$ cat config.mk
export PLATFORM = sky130hd
export DESIGN_NAME = dac_spi_master_flat
export DESIGN_NICKNAME = d
export VERILOG_FILES = /design/src/rtl/dac_spi_pkg.sv /design/src/rtl/dac_spi_if.sv /design/src/rtl/dac_spi_tick_gen.sv /design/src/rtl/dac_spi_master.sv /design/src/flat_wrapper.sv
export SDC_FILE = /design/constraint.sdc
export NUM_CORES = 1
export LEC_CHECK = 0
export ABC_CLOCK_PERIOD_IN_PS = 1700
export CAP_MARGIN = 20
export CORE_UTILIZATION = 49
export CTS_BUF_LIST = sky130_fd_sc_hd__clkbuf_8
export DETAILED_ROUTE_END_ITERATION = 6
export PLACE_DENSITY_LB_ADDON = 0.2
export SYNTH_ARGS = -nofsm -noshare
export SYNTH_HDL_FRONTEND = slang
export SYNTH_SLANG_ARGS = --single-unit
$ cat constraint.sdc
create_clock -name clk -period 1.7 [get_ports clk]
set_input_delay 0.425 -clock clk [delete_from_list [all_inputs] [get_ports clk]]
set_output_delay 0.425 -clock clk [all_outputs]
set_load 0.05 [all_outputs]
$ cat src/rtl/dac_spi_pkg.sv
// dac_spi_pkg: shared types, frame layout and DAC register addresses for the DAC SPI engine.
package dac_spi_pkg;
  typedef enum logic [2:0] {IDLE, SETUP, SHIFT, HOLD, GAP} state_t;
  localparam int FRAME_W  = 16;
  localparam int RW_BIT   = 15;
  localparam int ADDR_MSB = 13;
  localparam int ADDR_LSB = 8;
  localparam int DATA_W   = 8;
  localparam logic [5:0] IRSET = 6'h04;
  localparam logic [5:0] IRCML = 6'h05;
  localparam logic [5:0] QRSET = 6'h07;
  localparam logic [5:0] QRCML = 6'h08;
  function automatic logic [FRAME_W-1:0] make_frame(input logic rw,
                                                    input logic [ADDR_MSB-ADDR_LSB:0] addr,
                                                    input logic [DATA_W-1:0] data);
    logic [FRAME_W-1:0] f;
    f = '0;
    f[RW_BIT] = rw;
    f[ADDR_MSB:ADDR_LSB] = addr;
    f[DATA_W-1:0] = data;
    return f;
  endfunction
endpackage

$ cat src/rtl/dac_spi_if.sv
// dac_spi_if: register-access handshake between the DAC controller (master) and the SPI engine (slave).
interface dac_spi_if;
  import dac_spi_pkg::*;
  logic [ADDR_MSB-ADDR_LSB:0] spi_reg;
  logic [DATA_W-1:0]          spi_data_in;
  logic [DATA_W-1:0]          spi_data_out;
  logic                       spi_rw;
  logic                       spi_send;
  logic                       spi_done;
  modport master (output spi_reg, spi_data_in, spi_rw, spi_send, input spi_done, spi_data_out);
  modport slave  (input spi_reg, spi_data_in, spi_rw, spi_send, output spi_done, spi_data_out);
endinterface

$ cat src/rtl/dac_spi_tick_gen.sv
// dac_spi_tick_gen: SCLK half-period counter emitting rise/fall strobes while enabled.
module dac_spi_tick_gen #(
  parameter int CLK_DIV = 4
) (
  input  logic clk,
  input  logic reset_n,
  input  logic en,
  output logic rise,
  output logic fall
);
  localparam int CW = CLK_DIV > 1 ? $clog2(CLK_DIV) : 1;
  localparam logic [CW-1:0] LAST = CW'(CLK_DIV - 1);
  logic [CW-1:0] cnt_q, cnt_d;
  logic          ph_q, ph_d, last;
  always_comb begin
    last  = cnt_q == LAST;
    rise  = en && last && !ph_q;
    fall  = en && last && ph_q;
    cnt_d = (!en || last) ? '0 : cnt_q + 1'b1;
    ph_d  = en && (ph_q ^ last);
  end
  always_ff @(posedge clk or negedge reset_n)
    if (!reset_n) begin
      cnt_q <= '0;
      ph_q  <= 1'b0;
    end else begin
      cnt_q <= cnt_d;
      ph_q  <= ph_d;
    end
endmodule

$ cat src/rtl/dac_spi_master.sv
// dac_spi_master: serialises single DAC register transactions onto a 4-wire mode-0 SPI port
// and returns the byte read back on read frames.
module dac_spi_master import dac_spi_pkg::*; #(
  parameter int CLK_DIV  = 4,
  parameter int CS_SETUP = 2,
  parameter int CS_HOLD  = 2,
  parameter int CS_GAP   = 4
) (
  input  logic       clk,
  input  logic       reset_n,
  dac_spi_if.slave   bus,
  output logic       dac_cs_n,
  output logic       dac_sclk,
  output logic       dac_sdio,
  input  logic       dac_sdo
);
  localparam int PSH  = CS_SETUP > CS_HOLD ? CS_SETUP : CS_HOLD;
  localparam int PMAX = PSH > CS_GAP ? PSH : CS_GAP;
  localparam int PW   = PMAX > 1 ? $clog2(PMAX) : 1;
  localparam logic [PW-1:0] SETUP_LAST = PW'(CS_SETUP - 1);
  localparam logic [PW-1:0] HOLD_LAST  = PW'(CS_HOLD - 1);
  localparam logic [PW-1:0] GAP_LAST   = PW'(CS_GAP - 1);
  state_t               state_q, state_d;
  logic [PW-1:0]        cnt_q, cnt_d;
  logic [3:0]           bit_q, bit_d;
  logic [FRAME_W-1:0]   frame_q, frame_d;
  logic [DATA_W-1:0]    cap_q, cap_d, dout_q, dout_d;
  logic                 done_q, done_d, cs_n_q, cs_n_d, sclk_q, sclk_d, sdio_q, sdio_d;
  logic                 rise, fall;
  dac_spi_tick_gen #(.CLK_DIV(CLK_DIV)) u_tick (
    .clk(clk), .reset_n(reset_n), .en(state_q == SHIFT), .rise(rise), .fall(fall)
  );
  always_comb begin
    state_d = state_q;
    cnt_d   = '0;
    bit_d   = bit_q;
    frame_d = frame_q;
    cap_d   = cap_q;
    dout_d  = dout_q;
    done_d  = done_q;
    cs_n_d  = cs_n_q;
    sclk_d  = sclk_q;
    sdio_d  = sdio_q;
    unique case (state_q)
      IDLE: if (bus.spi_send) begin
        frame_d = make_frame(bus.spi_rw, bus.spi_reg, bus.spi_data_in);
        bit_d   = 4'd15;
        done_d  = 1'b0;
        cs_n_d  = 1'b0;
        sdio_d  = bus.spi_rw;
        state_d = SETUP;
      end
      SETUP: if (cnt_q == SETUP_LAST) state_d = SHIFT; else cnt_d = cnt_q + 1'b1;
      SHIFT: begin
        if (rise) begin
          sclk_d = 1'b1;
          if (frame_q[RW_BIT] && !bit_q[3]) cap_d = {cap_q[DATA_W-2:0], dac_sdo};
        end
        if (fall) begin
          sclk_d = 1'b0;
          if (bit_q == 4'd0) state_d = HOLD;
          else begin
            bit_d  = bit_q - 4'd1;
            sdio_d = frame_q[bit_q - 4'd1];
          end
        end
      end
      HOLD: if (cnt_q == HOLD_LAST) begin
        cs_n_d  = 1'b1;
        sdio_d  = 1'b0;
        state_d = GAP;
      end else cnt_d = cnt_q + 1'b1;
      GAP: if (cnt_q == GAP_LAST) begin
        done_d  = 1'b1;
        dout_d  = frame_q[RW_BIT] ? cap_q : dout_q;
        state_d = IDLE;
      end else cnt_d = cnt_q + 1'b1;
      default: state_d = IDLE;
    endcase
  end
  always_ff @(posedge clk or negedge reset_n)
    if (!reset_n) begin
      state_q <= IDLE;
      cnt_q   <= '0;
      bit_q   <= '0;
      frame_q <= '0;
      cap_q   <= '0;
      dout_q  <= '0;
      done_q  <= 1'b1;
      cs_n_q  <= 1'b1;
      sclk_q  <= 1'b0;
      sdio_q  <= 1'b0;
    end else begin
      state_q <= state_d;
      cnt_q   <= cnt_d;
      bit_q   <= bit_d;
      frame_q <= frame_d;
      cap_q   <= cap_d;
      dout_q  <= dout_d;
      done_q  <= done_d;
      cs_n_q  <= cs_n_d;
      sclk_q  <= sclk_d;
      sdio_q  <= sdio_d;
    end
  assign dac_cs_n         = cs_n_q;
  assign dac_sclk         = sclk_q;
  assign dac_sdio         = sdio_q;
  assign bus.spi_done     = done_q;
  assign bus.spi_data_out = dout_q;
endmodule

$ cat src/flat_wrapper.sv
// flat-port wrapper written by rule: the top's interface ports become plain ports
module dac_spi_master_flat import dac_spi_pkg::*;
#(
  parameter int CLK_DIV  = 4,
  parameter int CS_SETUP = 2,
  parameter int CS_HOLD  = 2,
  parameter int CS_GAP   = 4
)
  (clk, reset_n, dac_cs_n, dac_sclk, dac_sdio, dac_sdo, bus_spi_reg, bus_spi_data_in, bus_spi_rw, bus_spi_send, bus_spi_done, bus_spi_data_out);
  dac_spi_if bus_i ();
  input  logic clk;
  input  logic reset_n;
  output logic dac_cs_n;
  output logic dac_sclk;
  output logic dac_sdio;
  input  logic dac_sdo;
  input wire logic [$bits(bus_i.spi_reg)-1:0] bus_spi_reg;
  input wire logic [$bits(bus_i.spi_data_in)-1:0] bus_spi_data_in;
  input wire logic [$bits(bus_i.spi_rw)-1:0] bus_spi_rw;
  input wire logic [$bits(bus_i.spi_send)-1:0] bus_spi_send;
  output wire logic [$bits(bus_i.spi_done)-1:0] bus_spi_done;
  output wire logic [$bits(bus_i.spi_data_out)-1:0] bus_spi_data_out;
  assign bus_i.spi_reg = bus_spi_reg;
  assign bus_i.spi_data_in = bus_spi_data_in;
  assign bus_i.spi_rw = bus_spi_rw;
  assign bus_i.spi_send = bus_spi_send;
  assign bus_spi_done = bus_i.spi_done;
  assign bus_spi_data_out = bus_i.spi_data_out;
  dac_spi_master #(.CLK_DIV(CLK_DIV), .CS_SETUP(CS_SETUP), .CS_HOLD(CS_HOLD), .CS_GAP(CS_GAP)) u_core (.clk(clk), .reset_n(reset_n), .bus(bus_i), .dac_cs_n(dac_cs_n), .dac_sclk(dac_sclk), .dac_sdio(dac_sdio), .dac_sdo(dac_sdo));
endmodule
==> results_dict.tcl <==
set metrics [dict create \
    result_of_the_run "finished clean" \
    synth_enable_flop_cells 0 \
    arrival_time_reported_for_the_critical_path_endpoint_ns 1.93 \
    pin_count 31 \
    synthTopCellsByArea "dfrtp_1 52%, mux2_1 8.3%, mux2_4 5.5%" \
    fillers 312 \
    post_syn_area_mm2 0.00218 \
    critical_path.endpoint_type "register" \
    critical_path.slowest_cell "mux4_2" \
    max_slew_margin_pct 70.1 \
    yosys.cell_types.count 37 \
    chipHeight_um 68.8 \
    critPathBufInv 2 \
    design.final.nets 254 \
    tightestPinTransition_ns 0.448 \
    synth_top_area_share_pct 51.6 \
    clk_transition_reported_paths_ns 0.09 \
    drt_first_pass_iters 4 \
    cp.required_ns 1.93 \
    cts.root.buffer_cell "clkbuf_8" \
    clock_tree.buffer_depth 2 \
    crit_path_max_incr_delay_ns 0.46 \
    yosys_register_bits 47 \
    effective_utilization_at_floorplan_pct 52.7 \
    grt.total_usage_pct 20.8 \
    vias_in_the_first_global_route 1535 \
    max_cap_violations 0 \
    worst-path-max-fanout 7 \
    synthesis_warning_total 0 \
    grt_first_pass_wirelength_um 6890 \
    remaining_drc_errors 0 \
    synth-seq-area-share_pct 54.0 \
    final-instance-count-excl-fill 281 \
    diodes 0 \
    syn_inst 176 \
    place.port_buffers 30 \
    regArea_mm2 0.00118 \
    setup_repair_after_global_routing_missed_its_margin "true" \
    drt-total-wl_um 4100 \
    grt_antenna_before_repair 0 \
    timing.final.crit_share_pct 100 \
    peakVddDrop_uv 720 \
    timing.clock.skew_ns 0.00576 \
    syn_to_final_growth_pct 32.1 \
    final-max-slew-violation-count 0 \
    fp-row-count 23 \
    gp_congestion 0.811 \
    timing.setup.critical_path_class "register to register" \
    via_per_instance_ratio 5.36 \
    critical_path.cell_chain "inv_2 > ha_4 > buf_6 > mux2i_1 > mux4_2 > nand2_1 > o211ai_1 > nand3_1" \
    mostFrequentLayoutCell "dfrtp_1" \
    tritoncts_clock_tree "built" \
    achievable-frequency_ghz 0.589 \
    ctsHoldBuffers 0 \
    startpoint_type "register" \
    hold_viol 0 \
    first_iter_violations 68 \
    multi_input_area_mm2 0.00101 \
    die_x_um 68.8 \
    die_ar_mm2 0.00473 \
    synth.avg_cell_area_um2 12.4 \
    static-leakage-power_nw 1.35 \
    share_of_async_settable_or_async_resettable_flops_after_synthesis_pct 100 \
    post-route-min-period_ns 1.70 \
    hold_path.class "input port to asynchronous set/reset pin" \
    cts-buffers-inserted 5 \
    maximum_number_of_pins_on_one_net_before_global_route_repair 18 \
    numClockSinks 47 \
    pwr_density_cell_mw_per_mm2 1490 \
    number_of_placed_cells_counting_well_taps 265 \
    post-synth-top-area-cell "dfrtp_1" \
    htreeDepth 2 \
    design.core.area_mm2 0.00414 \
    gr-total-overflow 0 \
    most-common-layout-cells "45 x dfrtp_1, 30 x buf_4, 17 x clkdlybuf4s50_1" \
    detailroute.via_count 1505 \
    crit_family "multiplexers" \
    syn-num-nets 200 \
    dpl.hpwl_um 3010 \
    dominantRegCellSynth "dfrtp_1" \
    worst_skew_pair.late_latency_ns 0.29 \
    finalSetupViolCount 0 \
    drive_gt1_share_pct 35.1 \
    drtAntennaViolNets 0 \
    wl_per_cell_um 14.6 \
    finalHoldWorstSlack_ns 0.0294 \
]
-- kinds of logic after synthesis --
kind of cell	Yosys count	share of synthesized area [%]
muxes	38	22.3
DFF	47	54.0
adders and majority gates	5	2.87
AOI/OAI and AO/OA	25	6.48
buffers and inverters	13	2.75
xor gates and xnor gates	3	1.20
and+or+nand+nor	45	10.4
-- metrics by stage --
step | cell area (µm²) | setup TNS (ns) | worst slack [ns] | utilization [%] | power (mW)
after global placement | 2670 | -1.15 | -0.0653 | 64.4 | 3.27
after floorplan | 2200 | -0.0505 | -0.0505 | - | 2.81
after CTS | 2860 | -0.0158 | -0.0145 | 69.0 | 4.27
final | 2890 | 0 | 0.000813 | 69.6 | 4.30
after global routing | 2890 | -0.457 | -0.100 | 69.6 | 4.62
after detailed placement | 2670 | -1.65 | -0.105 | 64.4 | 3.35
-- sequential cells by signal (all words and copies together) (netlist names) --
register / flops
u_core.frame_q: 15
u_core.u_tick.ph_q: 1
u_core.dac_cs_n: 1
u_core.state_q: 3
u_core.bus.spi_done: 1
u_core.cap_q: 8
u_core.u_tick.cnt_q: 2
u_core.bit_q: 4
u_core.dac_sclk: 1
u_core.dac_sdio: 1
u_core.bus.spi_data_out: 8
u_core.cnt_q: 2
-- where the power goes --
part,internal [mW],switching [mW]
clock,0.332,0.360
sequential,1.43,0.224
combinational,1.07,0.871
total,2.84,1.45
-- path summary, 6_finish.rpt --
kind	startpoint	to	slack, ns	cells past startpoint
min in group clk	u_core.u_tick.cnt_q[0]	u_core.u_tick.cnt_q[0]	0.45	1
max in group asynchronous	reset_n	u_core.dac_sclk	1.13	2
setup reg to reg	u_core.bit_q[0]	u_core.dac_sdio	0.0008	8
hold reg to reg	u_core.u_tick.cnt_q[0]	u_core.u_tick.cnt_q[0]	0.45	1
setup / recovery	u_core.bit_q[0]	u_core.dac_sdio	0.0008	8
hold / removal	reset_n	u_core.bit_q[3]	0.03	1
-- cell usage after synthesis, types with 2 or more instances --
| library cell | instances |
|---|---|
| a21oi_1 | 11 |
| buf_2 | 3 |
| clkbuf_1 | 2 |
| dfrtp_1 | 45 |
| dfstp_2 | 2 |
| ha_1 | 5 |
| inv_1 | 6 |
| mux2_1 | 16 |
| mux2_2 | 8 |
| mux2_4 | 8 |
| mux2i_1 | 3 |
| mux4_2 | 3 |
| nand2_1 | 14 |
| nand2b_1 | 4 |
| nand3_1 | 5 |
| nor2_1 | 9 |
| nor2_2 | 2 |
| nor3_1 | 2 |
| nor3b_1 | 3 |
| o21ai_0 | 4 |
| o21ai_1 | 4 |
| xor2_1 | 2 |
-- worst reg2reg max path: stages (launching register included) --
cell	delay, ns
dfrtp_1	0.39
inv_2	0.08
ha_4	0.23
buf_6	0.12
mux2i_1	0.10
mux4_2	0.46
nand2_1	0.08
o211ai_1	0.09
nand3_1	0.08
-- per-layer routing --
layer	vias up	wire length, µm	GRT usage, %
met2	34	2070	33.7
li1	720	-	-
met4	0	38	6.63
met3	4	156	6.41
met5	-	0	0
met1	747	1830	26.5
-- area by class of cell --
type / count / share of cell area (%)
Timing Repair Buffer: 54 / 17.7
Sequential cell: 47 / 40.8
Clock inverter: 2 / 0.564
Tap cell: 50 / 2.17
Multi-Input combinational cell: 116 / 35.0
Inverter: 6 / 0.781
Clock buffer: 6 / 2.86
-- what timing repair did --
item	in CTS	in global routing
setup endpoints to repair	9	35
pin swaps	4	4
cloned	0	0
gates resized for setup	7	9
buffers inserted	8	2
No activity file was read; power rests on OpenSTA's default activity.
